==> src/rtl/game_link_pkg.sv <==
// rtl/game_link_pkg.sv - shared constants and types for the game link TX/RX pair
// Purpose: sync byte, packet type codes, transmit FSM state type and packet length.
// Packet length and the CHK state follow GAME_LINK_CHECKSUM_EN (defined: 5 bytes with
// trailing XOR checksum; undefined: 4 bytes). Both link ends must be built the same way.
package game_link_pkg;

  localparam logic [7:0] SYNC_BYTE  = 8'hA5;
  localparam logic [7:0] TYPE_ENTER = 8'h01;
  localparam logic [7:0] TYPE_TURN  = 8'h02;
  localparam logic [7:0] TYPE_HP    = 8'h03;
  localparam logic [7:0] TYPE_HB    = 8'h04;

`ifdef GAME_LINK_CHECKSUM_EN
  localparam int PKT_LEN = 5;
`else
  localparam int PKT_LEN = 4;
`endif

  typedef enum logic [2:0] {
    ST_IDLE,
    ST_SYNC,
    ST_TYPE,
    ST_PHI,
    ST_PLO
`ifdef GAME_LINK_CHECKSUM_EN
    ,
    ST_CHK
`endif
  } tx_state_t;

  // Checksum covers the type byte and both payload bytes, not SYNC.
  function automatic logic [7:0] pkt_chk(input logic [7:0] pkt_type, input logic [15:0] pay);
    return pkt_type ^ pay[15:8] ^ pay[7:0];
  endfunction

endpackage

==> src/rtl/link_heartbeat_timer.sv <==
// rtl/link_heartbeat_timer.sv - idle-time counter that requests heartbeat packets
// Purpose: counts enabled cycles up to HEARTBEAT_CYCLES-1 and holds there with pending high
// until cleared. HEARTBEAT_CYCLES=0 disables it (pending never rises).
// Ports:
//   clk, rst  clock, synchronous active-high reset
//   en        count this cycle (transmitter idle, nothing else pending)
//   clear     restart the count (a packet was loaded)
//   pending   heartbeat due
module link_heartbeat_timer #(
  parameter int unsigned HEARTBEAT_CYCLES = 50_000_000
) (
  input  logic clk,
  input  logic rst,
  input  logic en,
  input  logic clear,
  output logic pending
);

  localparam bit          ENABLED = (HEARTBEAT_CYCLES != 0);
  localparam int unsigned LIMIT   = ENABLED ? HEARTBEAT_CYCLES - 1 : 0;
  localparam int          CW      = (LIMIT > 0) ? $clog2(LIMIT + 1) : 1;
  localparam logic [CW-1:0] LIMIT_C = CW'(LIMIT);

  logic [CW-1:0] count;

  // Stops at LIMIT so pending stays asserted until the heartbeat is loaded.
  always_ff @(posedge clk) begin
    if (rst || clear) begin
      count <= '0;
    end else if (ENABLED && en && (count != LIMIT_C)) begin
      count <= count + 1'b1;
    end
  end

  assign pending = ENABLED && (count == LIMIT_C);

endmodule

==> src/rtl/game_link_tx.sv <==
// rtl/game_link_tx.sv - game link transmitter: local events to fixed-length byte packets
// Purpose: latches enter/turn pulses, HP changes and heartbeat requests, then sends one
// packet per event as SYNC, TYPE, PAY_HI, PAY_LO[, CHK] over a valid/ready byte interface.
// Priority ENTER > TURN > HP > HB. GAME_LINK_CHECKSUM_EN adds the trailing CHK byte.
// Ports:
//   clk, rst             clock, synchronous active-high reset (abandons packet in flight)
//   enter_pressed_local  1-cycle pulse, local Enter press
//   turn_done_local      1-cycle pulse, local turn finished
//   hp_local             current local HP level
//   state_game_fsm       game FSM state, carried in the ENTER payload
//   tx_ready             byte sink accepts tx_data this cycle
//   tx_data, tx_valid    byte being offered
//   busy                 packet in progress
//   pkt_sent             pulse the cycle after the last byte of a packet transfers
module game_link_tx
  import game_link_pkg::*;
#(
  parameter int unsigned HEARTBEAT_CYCLES = 50_000_000,
  parameter int          HP_W             = 10
) (
  input  logic            clk,
  input  logic            rst,
  input  logic            enter_pressed_local,
  input  logic            turn_done_local,
  input  logic [HP_W-1:0] hp_local,
  input  logic [2:0]      state_game_fsm,
  input  logic            tx_ready,
  output logic [7:0]      tx_data,
  output logic            tx_valid,
  output logic            busy,
  output logic            pkt_sent
);

  tx_state_t state, state_next;

  logic            enter_pend, turn_pend, hp_pend, hb_pend;
  logic [HP_W-1:0] hp_shadow;
  logic [7:0]      type_q;
  logic [15:0]     pay_q;

  logic        load, take_enter, take_turn, take_hp;
  logic [7:0]  load_type;
  logic [15:0] load_pay;
  logic        last_byte;

  assign hp_pend = (hp_local != hp_shadow);

  link_heartbeat_timer #(
    .HEARTBEAT_CYCLES(HEARTBEAT_CYCLES)
  ) u_hb_timer (
    .clk    (clk),
    .rst    (rst),
    .en     ((state == ST_IDLE) && !enter_pend && !turn_pend && !hp_pend),
    .clear  (load),
    .pending(hb_pend)
  );

  // Packet selection in IDLE; the payload is snapshotted from the inputs at this point.
  always_comb begin
    load       = 1'b0;
    take_enter = 1'b0;
    take_turn  = 1'b0;
    take_hp    = 1'b0;
    load_type  = '0;
    load_pay   = '0;
    if (state == ST_IDLE) begin
      if (enter_pend) begin
        load       = 1'b1;
        take_enter = 1'b1;
        load_type  = TYPE_ENTER;
        load_pay   = {13'b0, state_game_fsm};
      end else if (turn_pend) begin
        load      = 1'b1;
        take_turn = 1'b1;
        load_type = TYPE_TURN;
      end else if (hp_pend) begin
        load      = 1'b1;
        take_hp   = 1'b1;
        load_type = TYPE_HP;
        load_pay  = 16'(hp_local);
      end else if (hb_pend) begin
        load      = 1'b1;
        load_type = TYPE_HB;
      end
    end
  end

  always_ff @(posedge clk) begin
    if (rst) begin
      state <= ST_IDLE;
    end else begin
      state <= state_next;
    end
  end

  // Outside IDLE tx_valid is always high, so tx_ready alone marks a transfer.
  always_comb begin
    state_next = state;
    case (state)
      ST_IDLE: if (load)     state_next = ST_SYNC;
      ST_SYNC: if (tx_ready) state_next = ST_TYPE;
      ST_TYPE: if (tx_ready) state_next = ST_PHI;
      ST_PHI:  if (tx_ready) state_next = ST_PLO;
`ifdef GAME_LINK_CHECKSUM_EN
      ST_PLO:  if (tx_ready) state_next = ST_CHK;
      ST_CHK:  if (tx_ready) state_next = ST_IDLE;
`else
      ST_PLO:  if (tx_ready) state_next = ST_IDLE;
`endif
      default: state_next = ST_IDLE;
    endcase
  end

  always_comb begin
    tx_valid  = 1'b1;
    busy      = 1'b1;
    tx_data   = 8'h00;
    last_byte = 1'b0;
    case (state)
      ST_SYNC: tx_data = SYNC_BYTE;
      ST_TYPE: tx_data = type_q;
      ST_PHI:  tx_data = pay_q[15:8];
      ST_PLO: begin
        tx_data = pay_q[7:0];
`ifndef GAME_LINK_CHECKSUM_EN
        last_byte = 1'b1;
`endif
      end
`ifdef GAME_LINK_CHECKSUM_EN
      ST_CHK: begin
        tx_data   = pkt_chk(type_q, pay_q);
        last_byte = 1'b1;
      end
`endif
      default: begin
        tx_valid = 1'b0;
        busy     = 1'b0;
      end
    endcase
  end

  // A pulse arriving in the same cycle its flag is consumed re-arms the flag.
  always_ff @(posedge clk) begin
    if (rst) begin
      enter_pend <= 1'b0;
      turn_pend  <= 1'b0;
      hp_shadow  <= '0;
      type_q     <= '0;
      pay_q      <= '0;
      pkt_sent   <= 1'b0;
    end else begin
      enter_pend <= enter_pressed_local | (enter_pend & ~take_enter);
      turn_pend  <= turn_done_local | (turn_pend & ~take_turn);
      if (take_hp) begin
        hp_shadow <= hp_local;
      end
      if (load) begin
        type_q <= load_type;
        pay_q  <= load_pay;
      end
      pkt_sent <= last_byte & tx_ready;
    end
  end

endmodule
==> config.mk <==
export PLATFORM = sky130hd
export DESIGN_NAME = game_link_tx
export DESIGN_NICKNAME = d
export VERILOG_FILES = /design/src/rtl/game_link_pkg.sv /design/src/rtl/link_heartbeat_timer.sv /design/src/rtl/game_link_tx.sv
export SDC_FILE = /design/constraint.sdc
export NUM_CORES = 1
export LEC_CHECK = 0
export BUFFER_PORTS_ARGS = -buffer_cell sky130_fd_sc_hd__buf_2
export CORE_ASPECT_RATIO = 0.6
export CORE_MARGIN = 2
export CORE_UTILIZATION = 53
export CTS_CLUSTER_DIAMETER = 30
export DETAILED_ROUTE_END_ITERATION = 6
export PLACE_DENSITY = 0.77
export SLEW_MARGIN = 40
export SYNTH_ARGS = -nofsm -noshare
export SYNTH_HDL_FRONTEND = slang
export SYNTH_SLANG_ARGS = --single-unit
==> constraint.sdc <==
create_clock -name clk -period 2.1 [get_ports clk]
set_input_delay 0.105 -clock clk [delete_from_list [all_inputs] [get_ports clk]]
set_output_delay 0.105 -clock clk [all_outputs]
set_load 0.03 [all_outputs]
# Yosys cells after proc, flatten, opt, wreduce, memory -nomap -nowiden
# Index checks and enable logic that the tools add are counted.
dict set report op_classes {
  shift 0
  eq_ne 12
  mul 0
  add_sub_neg 1
  order_cmp 0
  n_div 0
  mux 32
  n_bitwise 7
  reduce_logical 11
}
# operator n
set op_table {}
lappend op_table {{10-bit two-way mux} 4}
lappend op_table {{8-bit case mux with 4 select lines} 1}
lappend op_table {{3-bit two-way mux} 10}
lappend op_table {{26-bit by 1-bit adder with 26-bit output, second input constant} 1}
lappend op_table {{26-bit == test, second input constant} 1}
lappend op_table {{26-bit != test, second input constant} 1}
lappend op_table {{1-bit two-way mux} 16}
lappend op_table {{3-bit case mux with 5 select lines} 1}
lappend op_table {{10-bit != test} 1}
lappend op_table {{2-bit != test, second input constant} 4}
lappend op_table {{3-bit by 2-bit == test with 1-bit output, second input constant} 2}
lappend op_table {{5-bit AND reduction} 1}
lappend op_table {{1-bit logical AND} 4}
lappend op_table {{4-bit OR reduction} 1}
lappend op_table {{1-bit AND} 3}
lappend op_table {{3-bit by 1-bit == test with 1-bit output, second input constant} 1}
lappend op_table {{3-bit == test, second input constant} 1}
lappend op_table {{1-bit zero test} 3}
lappend op_table {{3-bit zero test} 1}
lappend op_table {{2-bit by 1-bit != test with 1-bit output, second input constant} 1}
lappend op_table {{1-bit NOT} 2}
lappend op_table {{1-bit OR} 2}
lappend op_table {{1-bit logical OR} 1}
dict set report totals {
  rom_bits 0
  in_bits 18
  latch_bits 0
  elab_cells 71
  register_bits 66
  mem_bits_rw 0
  mem_count 0
}

# Logic depth before layout (Yosys ltp)
# Gate-level depths: netlist (run 1).
dict set report depth {
  word_depth 8
  ltp_mapped 9
  depth_no_buf 6
}

# Modules after synthesis
# Synthesis (run 1) repeated with hierarchy kept, for this count alone.
dict set report hier_totals {
  hier_cells 317
  hier_area_um2 2791.4
}
# module area_per_inst_um2 n_inst cells_each
set by_module_without_submodules {}
lappend by_module_without_submodules {game_link_tx 1501.4 1 165}
lappend by_module_without_submodules {link_heartbeat_timer 1290.0 1 152}

# Least setup slack after synthesis (run 1)
# OpenSTA, ideal clock, no wires.
dict set report synth_timing {
  kind {reg2reg}
  from {reg u_hb_timer.count[8]}
  to {reg pay_q[3]}
  arrival_time_ns 2.009
  setup_ns 0.117
  path_stages_with_launch 7
  required_time_ns 1.983
  setup_slack_ns -0.026
  path_buffers 1
  cell_sequence {dfxtp_1 or4b_1 or4_4 nor2_4 buf_6 o32ai_4 a22o_1}
}
dict set report synth_via {
  elab_chain_cells 6
}
# item line_no
set synth_lines {}
lappend synth_lines {{from (decl)} link_heartbeat_timer.sv:24} ;# logic [CW-1:0] count;
lappend synth_lines {{from (signal assigned)} link_heartbeat_timer.sv:31} ;# count <= count + 1'b1;
lappend synth_lines {{26-bit == test} link_heartbeat_timer.sv:35} ;# assign pending = ENABLED && (count == LIMIT_C);
lappend synth_lines {{1-bit two-way mux} game_link_tx.sv:81} ;# end else if (hb_pend) begin
lappend synth_lines {{1-bit two-way mux} game_link_tx.sv:76} ;# end else if (hp_pend) begin
lappend synth_lines {{1-bit two-way mux} game_link_tx.sv:72} ;# end else if (turn_pend) begin
lappend synth_lines {{1-bit two-way mux} game_link_tx.sv:67} ;# if (enter_pend) begin
lappend synth_lines {{1-bit two-way mux} game_link_tx.sv:66} ;# if (state == ST_IDLE) begin
lappend synth_lines {{to (signal assigned)} game_link_tx.sv:159} ;# pay_q <= load_pay;
lappend synth_lines {{to (decl)} game_link_tx.sv:39} ;# logic [15:0] pay_q;
# Every way passes these cells.
# A chain may end at the register's enable or synchronous reset.

# Worst setup path in the final report (run 1)
dict set report layout_timing {
  from {reg u_hb_timer.count[10]}
  to {reg u_hb_timer.count[19]}
}
dict set report layout_via {
  elab_chain_cells 7
  word_cells_on_any_way 10
  cone_classes {add/sub (1); eq/ne (2); mux (5); reduce/logical (2)}
}
# item line_no
set layout_lines {}
lappend layout_lines {{26-bit == test} link_heartbeat_timer.sv:35}
lappend layout_lines {{1-bit two-way mux} game_link_tx.sv:81}
lappend layout_lines {{1-bit two-way mux} game_link_tx.sv:76}
lappend layout_lines {{1-bit two-way mux} game_link_tx.sv:72}
lappend layout_lines {{1-bit two-way mux} game_link_tx.sv:67}
lappend layout_lines {{1-bit two-way mux} game_link_tx.sv:66}
lappend layout_lines {{1-bit logical OR} link_heartbeat_timer.sv:28} ;# if (rst || clear) begin
# Parallel ways exist; a longest one is shown, timed or not.

==> impl_results.md, run 1 <==
- Count of pins over their slew limit: 0
- CTS clk-pin slew, worst paths: ~0.10 ns
- Synth Area in Simple Gates: between 20 and 30%
- Distinct cells, synth: 53
- HPWL Detailed: ~6.4 mm
- Inserted Clock Buffers: 5
- Worst Slack Setup Final: -0.161 ns
- CTS tree: yes
- Synth Cell Area: between 0.002 and 0.003 mm2
- Tcrit/Tclk final: 108%
- Sequential-to-total area share from yosys stat: 37.2%
- Clk buf depth: 2
- Peak VDD IR: between 0.0003 and 0.0004 V
- Die H: between 60 and 70 um
- CTS H-Tree Depth: 2
- Syn Area/Cell: between 8 and 9 um2
- Setup TNS Final: -3.58 ns
- Vias in the first global route: approximately 2,700
- IO Count: 29
- Worst Hold Class: input pin to flip-flop
- Share of layout cells above drive strength 1: 28.0%
- Max Fclk: ~0.44 GHz
- Post-synth EDFFs: 0
- Failing checks: setup timing
- Worst Clk Skew: 0.00646 ns
- Max_slew headroom: a little over half
- CP required: approximately 2.3 ns
- Synth Flop Type: dfxtp_1
- Worst Setup End Kind: flip-flop
- CTS root buf: clkbuf_8
- Synth Area in Compound Gates: about a quarter
- Post-layout util: between 60% and 70%
- Crit path arrival time: about 2.5 ns
- GR Overflow Total: 0
- Initial Utilization: between 50% and 60%
- Max-cap violation count: 0
- CP Max Fanout: 6
- Xor and xnor fraction of the mapped netlist area: 3.26%
- Final WL: between 9 and 10 mm
- Final ANT Viol Nets: 0
- Total chip power: 0.00229 W
- First-pass GRT wire length: about 14 mm
- Min Tclk post-route: 2.26 ns
- All-Layer GR Usage: 28.6%
- Setup Crit Path Kind: flip-flop to flip-flop
- Most common cell in the netlist: dfxtp_1
- Mux cell area share after synthesis: less than 1%
- Final hold vios: 0
- Area share of the largest cell type after synthesis: approximately 37%
- Worst hold slack: ~0.024 ns
- Rows: 21
- Die Footprint: about 0.0062 mm2
- Max stage delay on crit path: 0.58 ns
- Vias/cell: between 6 and 7
- Power Density: around 610 mW/mm2
- Final Setup Violations: 35
- Cell Chain, Critical Path: or4b_4 -> or4_4 -> nor2_4 -> o32a_1 -> buf_4 -> clkbuf_16 -> a21oi_1
- Post-Synth Adder-Cell Area: 0.423%
- IO Port Bufs: 28
- Final routed DRC violation total: 0
- Initial antenna violation count: 0
- Post-synth top cells: 55 x dfxtp_1, 48 x a21oi_1, 33 x nand2_1, 17 x o21ai_0, 16 x o31ai_1
- Area growth syn-to-layout: 27.7%
- Largest family of logic cells by synthesized area: simple AND/OR/NAND/NOR gates
- Chip width: roughly 100 um
- Worst setup SP type: flip-flop
- DR WL/cell: about 18 um
- DRT iter0 DRCs: around 300
- Gp weighted congestion: 0.989
- Clk sinks: 55
- Main area contributors after synthesis: dfxtp_1 37%, a21oi_1 8.1%, nand2_1 4.2%, o31ai_1 4.1%, or4_1 3.8%
- Final net count: approximately 440
- Syn Nets: 373
- CP max-delay cell: or4_4
- Ant diodes: 0
- DRT Pass-1 Iters: 7
- Post-Synthesis Cells: between 300 and 400
- Post-synth ARST share: 0%
- RSZ-0062 raised after global routing: true
- Clock latency on the worst-skew pair: between 0.3 and 0.4 ns
- Slew of the pin with the lowest slew margin: around 0.68 ns
- Fillers: between 400 and 500
- Core Area: 0.00549 mm2
- Yosys Warn Count: 0
- DR vias: between 3,000 and 4,000
- Biggest area consumer among synthesized cells: dfxtp_1
- Outcome: finished, violations left
- Number of synthesized register bits: 55
- Largest net degree at the start of global routing: 31
- Leak Pwr: 1.35 nW
-- through the flow --
stage / setup slack [ns] / std cells / cell area (um2)
2_1_floorplan: 0.00287 / 354 / 2980
3_3_place_gp: -0.127 / 477 / 3480
3_5_place_dp: -0.109 / 477 / 3480
4_1_cts: -0.0827 / 489 / 3670
5_1_grt: -0.191 / 494 / 3780
6_report: -0.161 / 494 / 3780
-- registers in the layout, summed over array words and instances, names as in the netlist --
| signal | flops |
|---|---|
| enter_pend | 1 |
| hp_shadow | 10 |
| pay_q | 10 |
| pkt_sent | 1 |
| state | 3 |
| turn_pend | 1 |
| type_q | 3 |
| u_hb_timer.count | 26 |
-- where the power goes --
part           total, W  internal, W  switching [W]
sequential      0.00113      0.00109      0.0000391
clock          0.000733     0.000362       0.000371
combinational  0.000433     0.000186       0.000248
total           0.00229      0.00163       0.000658
-- cell usage in the layout (no fill, tap or decap), types with 2 or more instances in the layout --
cell / Yosys / layout
o31ai_1: 16 / 16
nand2b_1: 3 / 3
nand3_2: 0 / 2
o41ai_2: 0 / 2
a32oi_1: 3 / 3
and3_1: 8 / 8
or3_1: 7 / 6
nand4b_1: 2 / 2
or2_2: 3 / 3
or4b_1: 3 / 2
nor2_1: 14 / 14
nor4_1: 3 / 2
and2_1: 4 / 4
a22o_1: 7 / 7
xnor2_1: 11 / 11
nor3_1: 4 / 4
o21ai_0: 17 / 17
dfxtp_2: 0 / 3
buf_2: 3 / 28
dfxtp_1: 55 / 52
nand3_1: 14 / 12
clkbuf_8: 0 / 5
o22ai_1: 3 / 3
inv_1: 5 / 5
nand2_1: 33 / 33
buf_6: 2 / 4
buf_12: 0 / 3
or4_1: 15 / 15
o41ai_1: 8 / 6
and4_1: 7 / 7
buf_4: 5 / 49
nand4_1: 12 / 12
a21oi_1: 48 / 47
-- kinds of logic after synthesis --
logic type / after synthesis
adder cells (fa/ha/maj): 1
AND/OR/NAND/NOR: 144
flip-flops: 55
buffers and inverters: 29
multiplexers: 1
AO/OA/AOI/OAI: 113
XOR/XNOR: 11
-- final cells by class --
cell class	instances	area, um2	area share (%)
multi-input combinational	270	1790	47.4
sequential	55	1100	29.2
timing repair buffer	87	663	17.5
tap	69	86.3	2.28
clock buffer	5	68.8	1.82
clock inverter	3	47.5	1.26
inverter	5	18.8	0.497
-- metal layers --
layer | vias up | share of wire, % | global-route usage, %
li1 | 1501 | - | -
met1 | 1503 | 47 | 44.3
met2 | 157 | 41 | 40.4
met3 | 21 | 10 | 6.82
met4 | 0 | 1.3 | 5.09
met5 | - | 0 | 0
-- path summary, 6_finish.rpt --
kind | start | end | slack [ns] | cells past startpoint
worst max register to register | u_hb_timer.count[10]$_SDFFE_PP0P_ | u_hb_timer.count[19]$_SDFFE_PP0P_ | -0.16 | 7
worst min register to register | type_q[1]$_SDFFE_PP0P_ | type_q[1]$_SDFFE_PP0P_ | 0.48 | 2
worst min-delay path | turn_done_local | turn_pend$_SDFF_PP0_ | 0.02 | 3
worst max-delay path | u_hb_timer.count[10]$_SDFFE_PP0P_ | u_hb_timer.count[19]$_SDFFE_PP0P_ | -0.16 | 7
-- critical path: cells and delay by family, from the launching register on --
family,cells,cell delay [ns]
AND/OR/NAND/NOR,3,1.26
flip-flops,1,0.33
buffers and inverters,2,0.31
AO/OA/AOI/OAI,2,0.24
-- repair_timing --
action | CTS | global route
hold buffers | 1 | 0
endpoints found under the hold margin | 1 | 0
setup buffers | 2 | 4
endpoints found under the setup margin | 40 | 43
cloned | 1 | 2
pin swaps | 2 | 3
gates resized for setup | 4 | 17
Power figures use the tool's default switching activity.
==> run 2, diff against run 1 <==
Settings changed: CORE_MARGIN 2 to default, CORE_UTILIZATION 53 to 55, CTS_BUF_LIST from default to sky130_fd_sc_hd__clkbuf_4, PLACE_DENSITY 0.77 to 0.79.
==> run 2 against run 1 <==
The run still ends with setup timing left. Die area down 8.5%. Clock skew grew 0.0085 ns. Sequential power hardly changed. Final area shrank 1.1%. Register-to-register slack improved by 0.04 ns. Clock-buffer cell count unchanged. Total power fell by 8.2%. Worst hold slack got worse by 0.016 ns. Fmax rose by 1.7%. Critical path type unchanged. Largest cell class unchanged. Highest routed layer unchanged.
==> impl_results.md, run 2 (synthesis gave the netlist of run 1 again) <==
- RSZ-0062 raised after global routing: true
- Share of layout cells above drive strength 1: 25.6% (-2.4 points)
- Finished Cell Area: 0.00374 mm2 (-1.1%)
- R2r startpoint: u_hb_timer.count[10]$_SDFFE_PP0P_
- Largest net degree at the start of global routing: 39 (+26%)
- Min Tclk post-route: 2.22 ns (-0.0374 ns)
- Outcome: finished, violations left
- CP Max Fanout: 13 (+7)
- Leak Pwr: 1.30 nW (-4.1%)
- Worst Hold Class: input pin to flip-flop
- Power Density: 563 mW/mm2 (-7.2%)
- Combinational Power Share: 20.9% (+2.0 points)
- Commonest non-fill, non-tap cells in the layout: 50 x dfxtp_1, 47 x a21oi_1, 38 x buf_4, 33 x nand2_1, 28 x buf_2
- Area growth syn-to-layout: 26.4%
- Fin cells: 493 (-0.20%)
- Top flop regs: u_hb_timer.count (26), hp_shadow (10), pay_q (10)
- Total chip power: 0.00210 W (-8.2%)
- DRT iter0 DRCs: 315 (+3.3%)
- R2r worst-path depth: 7 (unchanged)
- Tcrit/Tclk final: 106% (-1.8 points)
- DR WL/cell: 18.1 um (-1.6%)
- CP max-delay cell: or4_4
- Inserted Clock Buffers: 5 (unchanged)
- Sw Pwr: 0.000678 W (+3.1%)
- Worst hold slack: 0.00825 ns (-0.0161 ns)
- FF-to-FF End: u_hb_timer.count[1]$_SDFFE_PP0P_
- CTS root buf: clkbuf_4
- Vias in the first global route: 2,737 (+2.4%)
- Place WS: -0.0799 ns (+0.0288 ns)
- Worst R2R Setup Slack: -0.12 ns (+0.04 ns)
- Initial Utilization: 57.7% (+3.8 points)
- Crit path arrival time: 2.53 ns (+0.07 ns)
- Max_slew headroom: 68.6% (+14 points)
- Final hold vios: 0 (unchanged)
- Max Fclk: 0.450 GHz (+1.7%)
- Core Area: 0.00513 mm2 (-6.6%)
- Dpl cells: 465 (-2.5%)
- Most common cell after layout, fill and taps aside: dfxtp_1
- Clk pwr share: 25.5% (-6.5 points)
- Seq pwr share: 53.7% (+4.6 points)
- IO Port Bufs: 28 (unchanged)
- CP required: 2.41 ns (+0.11 ns)
- Clk buf depth: 2 (unchanged)
- Worst hold path endpoint: pay_q[1]$_SDFFE_PP0P_
- Final Setup Violations: 35 (unchanged)
- Final routed DRC violation total: 0 (unchanged)
- Initial antenna violation count: 0 (unchanged)
- Worst Setup End Kind: flip-flop
- DR vias: 3,162 (-0.63%)
- Hold depth: 3 (unchanged)
- DRT Pass-1 Iters: 5 (-2)
- First-pass GRT wire length: 13.8 mm (+0.40%)
- Sw Ratio: 32.2% (+3.5 points)
- HPWL Detailed: 5.84 mm (-8.9%)
- Worst Slack Setup Final: -0.123 ns (+0.0374 ns)
- Internal power: 0.00143 W (-13%)
- Top reg by flops: u_hb_timer.count
- Chip width: 96.7 um (-3.8%)
- Die Footprint: 0.00569 mm2 (-8.5%)
- CTS H-Tree Depth: 2 (unchanged)
- All-Layer GR Usage: 31.3% (+2.7 points)
- Count of pins over their slew limit: 0 (unchanged)
- GR Overflow Total: 0 (unchanged)
- IO Count: 29 (unchanged)
- Max-cap violation count: 0 (unchanged)
- Peak VDD IR: 0.000311 V (-16%)
- Max stage delay on crit path: 0.54 ns (-0.04 ns)
- Flip-flop count of the largest register after layout: 26 (unchanged)
- Setup Crit Path Kind: flip-flop to flip-flop
- Clk sinks: 55 (unchanged)
- CTS tree: yes
- WP buf/inv: 2 (unchanged)
- Failing checks: setup timing
- Worst hold path startpoint: state_game_fsm[1]
- CP delay by family, top: simple AND/OR/NAND/NOR gates
- Die H: 58.8 um (-5.0%)
- Clock latency on the worst-skew pair: 0.41 ns (+0.10 ns)
- Worst setup SP type: flip-flop
- Gp weighted congestion: 0.935 (-5.4%)
- Slew of the pin with the lowest slew margin: 0.468 ns (-0.212 ns)
- Final net count: 444 (+0.23%)
- Final ANT Viol Nets: 0 (unchanged)
- Rows: 20 (-4.8%)
- Placed inst area: 0.00340 mm2 (-2.4%)
- Vias/cell: 6.41 (-0.43%)
- Cell Chain, Critical Path: or4b_4 -> or4_4 -> nor2_4 -> o32a_1 -> buf_4 -> buf_16 -> a21oi_1
- Final WL: 8.93 mm (-1.8%)
- CTS clk-pin slew, worst paths: 0.18 ns (+0.08 ns)
- Worst Clk Skew: 0.0149 ns (+0.00849 ns)
run 2: power by group through the flow:
| stage | clock, W | combinational, W | sequential, W |
|---|---|---|---|
| CTS | 0.000530 | 0.000424 | 0.00113 |
| global route | 0.000566 | 0.000470 | 0.00113 |
| detailed placement | 0 | 0.000381 | 0.00115 |
| finish | 0.000536 | 0.000439 | 0.00113 |
| global placement | 0 | 0.000374 | 0.00115 |
| floorplan | 0 | 0.000256 | 0.00113 |
run 2: layout make-up:
class,count,area [um2]
tap,66,82.6
inverter,5,18.8
fill,399,1390
antenna,1,2.50
timing repair buffer,88,688
clock buffer,5,37.5
clock inverter,3,28.8
sequential,55,1110
multi-input combinational,270,1770
run 2: worst max path at each step:
stage,startpoint,endpoint,slack [ns],cells past startpoint
CTS,u_hb_timer.count[10]$_SDFFE_PP0P_,u_hb_timer.count[9]$_SDFFE_PP0P_,-0.05,7
detailed placement,u_hb_timer.count[10]$_SDFFE_PP0P_,u_hb_timer.count[24]$_SDFFE_PP0P_,-0.08,6
floorplan,u_hb_timer.count[10]$_SDFFE_PP0P_,u_hb_timer.count[11]$_SDFFE_PP0P_,0.003,7
finish,u_hb_timer.count[10]$_SDFFE_PP0P_,u_hb_timer.count[1]$_SDFFE_PP0P_,-0.12,7
global placement,u_hb_timer.count[0]$_SDFFE_PP0P_,u_hb_timer.count[22]$_SDFFE_PP0P_,-0.10,7
global route,u_hb_timer.count[10]$_SDFFE_PP0P_,u_hb_timer.count[5]$_SDFFE_PP0P_,-0.14,7
run 2: worst min-delay path, stage by stage:
cell	delay, ns
buf_2	0.08
a32oi_1	0.06
a21oi_1	0.14
run 2: per-stage QoR:
stage	utilization (%)	TNS, ns
6_report	72.9	-3.07
4_1_cts	72.0	-0.997
3_5_place_dp	66.3	-2.11
5_1_grt	72.9	-4.05
2_1_floorplan	-	0
3_3_place_gp	66.3	-0.793
run 2: repair_timing:
action / CTS / global route
pin swaps: 4 / 0
hold buffers: 15 / 0
gates resized for setup: 7 / 12
endpoints found under the hold margin: 22 / 0
setup endpoints to repair: 37 / 42
setup buffers: 3 / 0
gates cloned: 1 / 0
run 2: layer usage:
metal  vias to the layer above  share of wire, %  GRT usage (%)
met4                         0               1.5           9.38
met3                        16               9.6           8.91
li1                       1505                 -              -
met5                         -                 0              0
met1                      1492                46           44.1
met2                       149                43           47.0
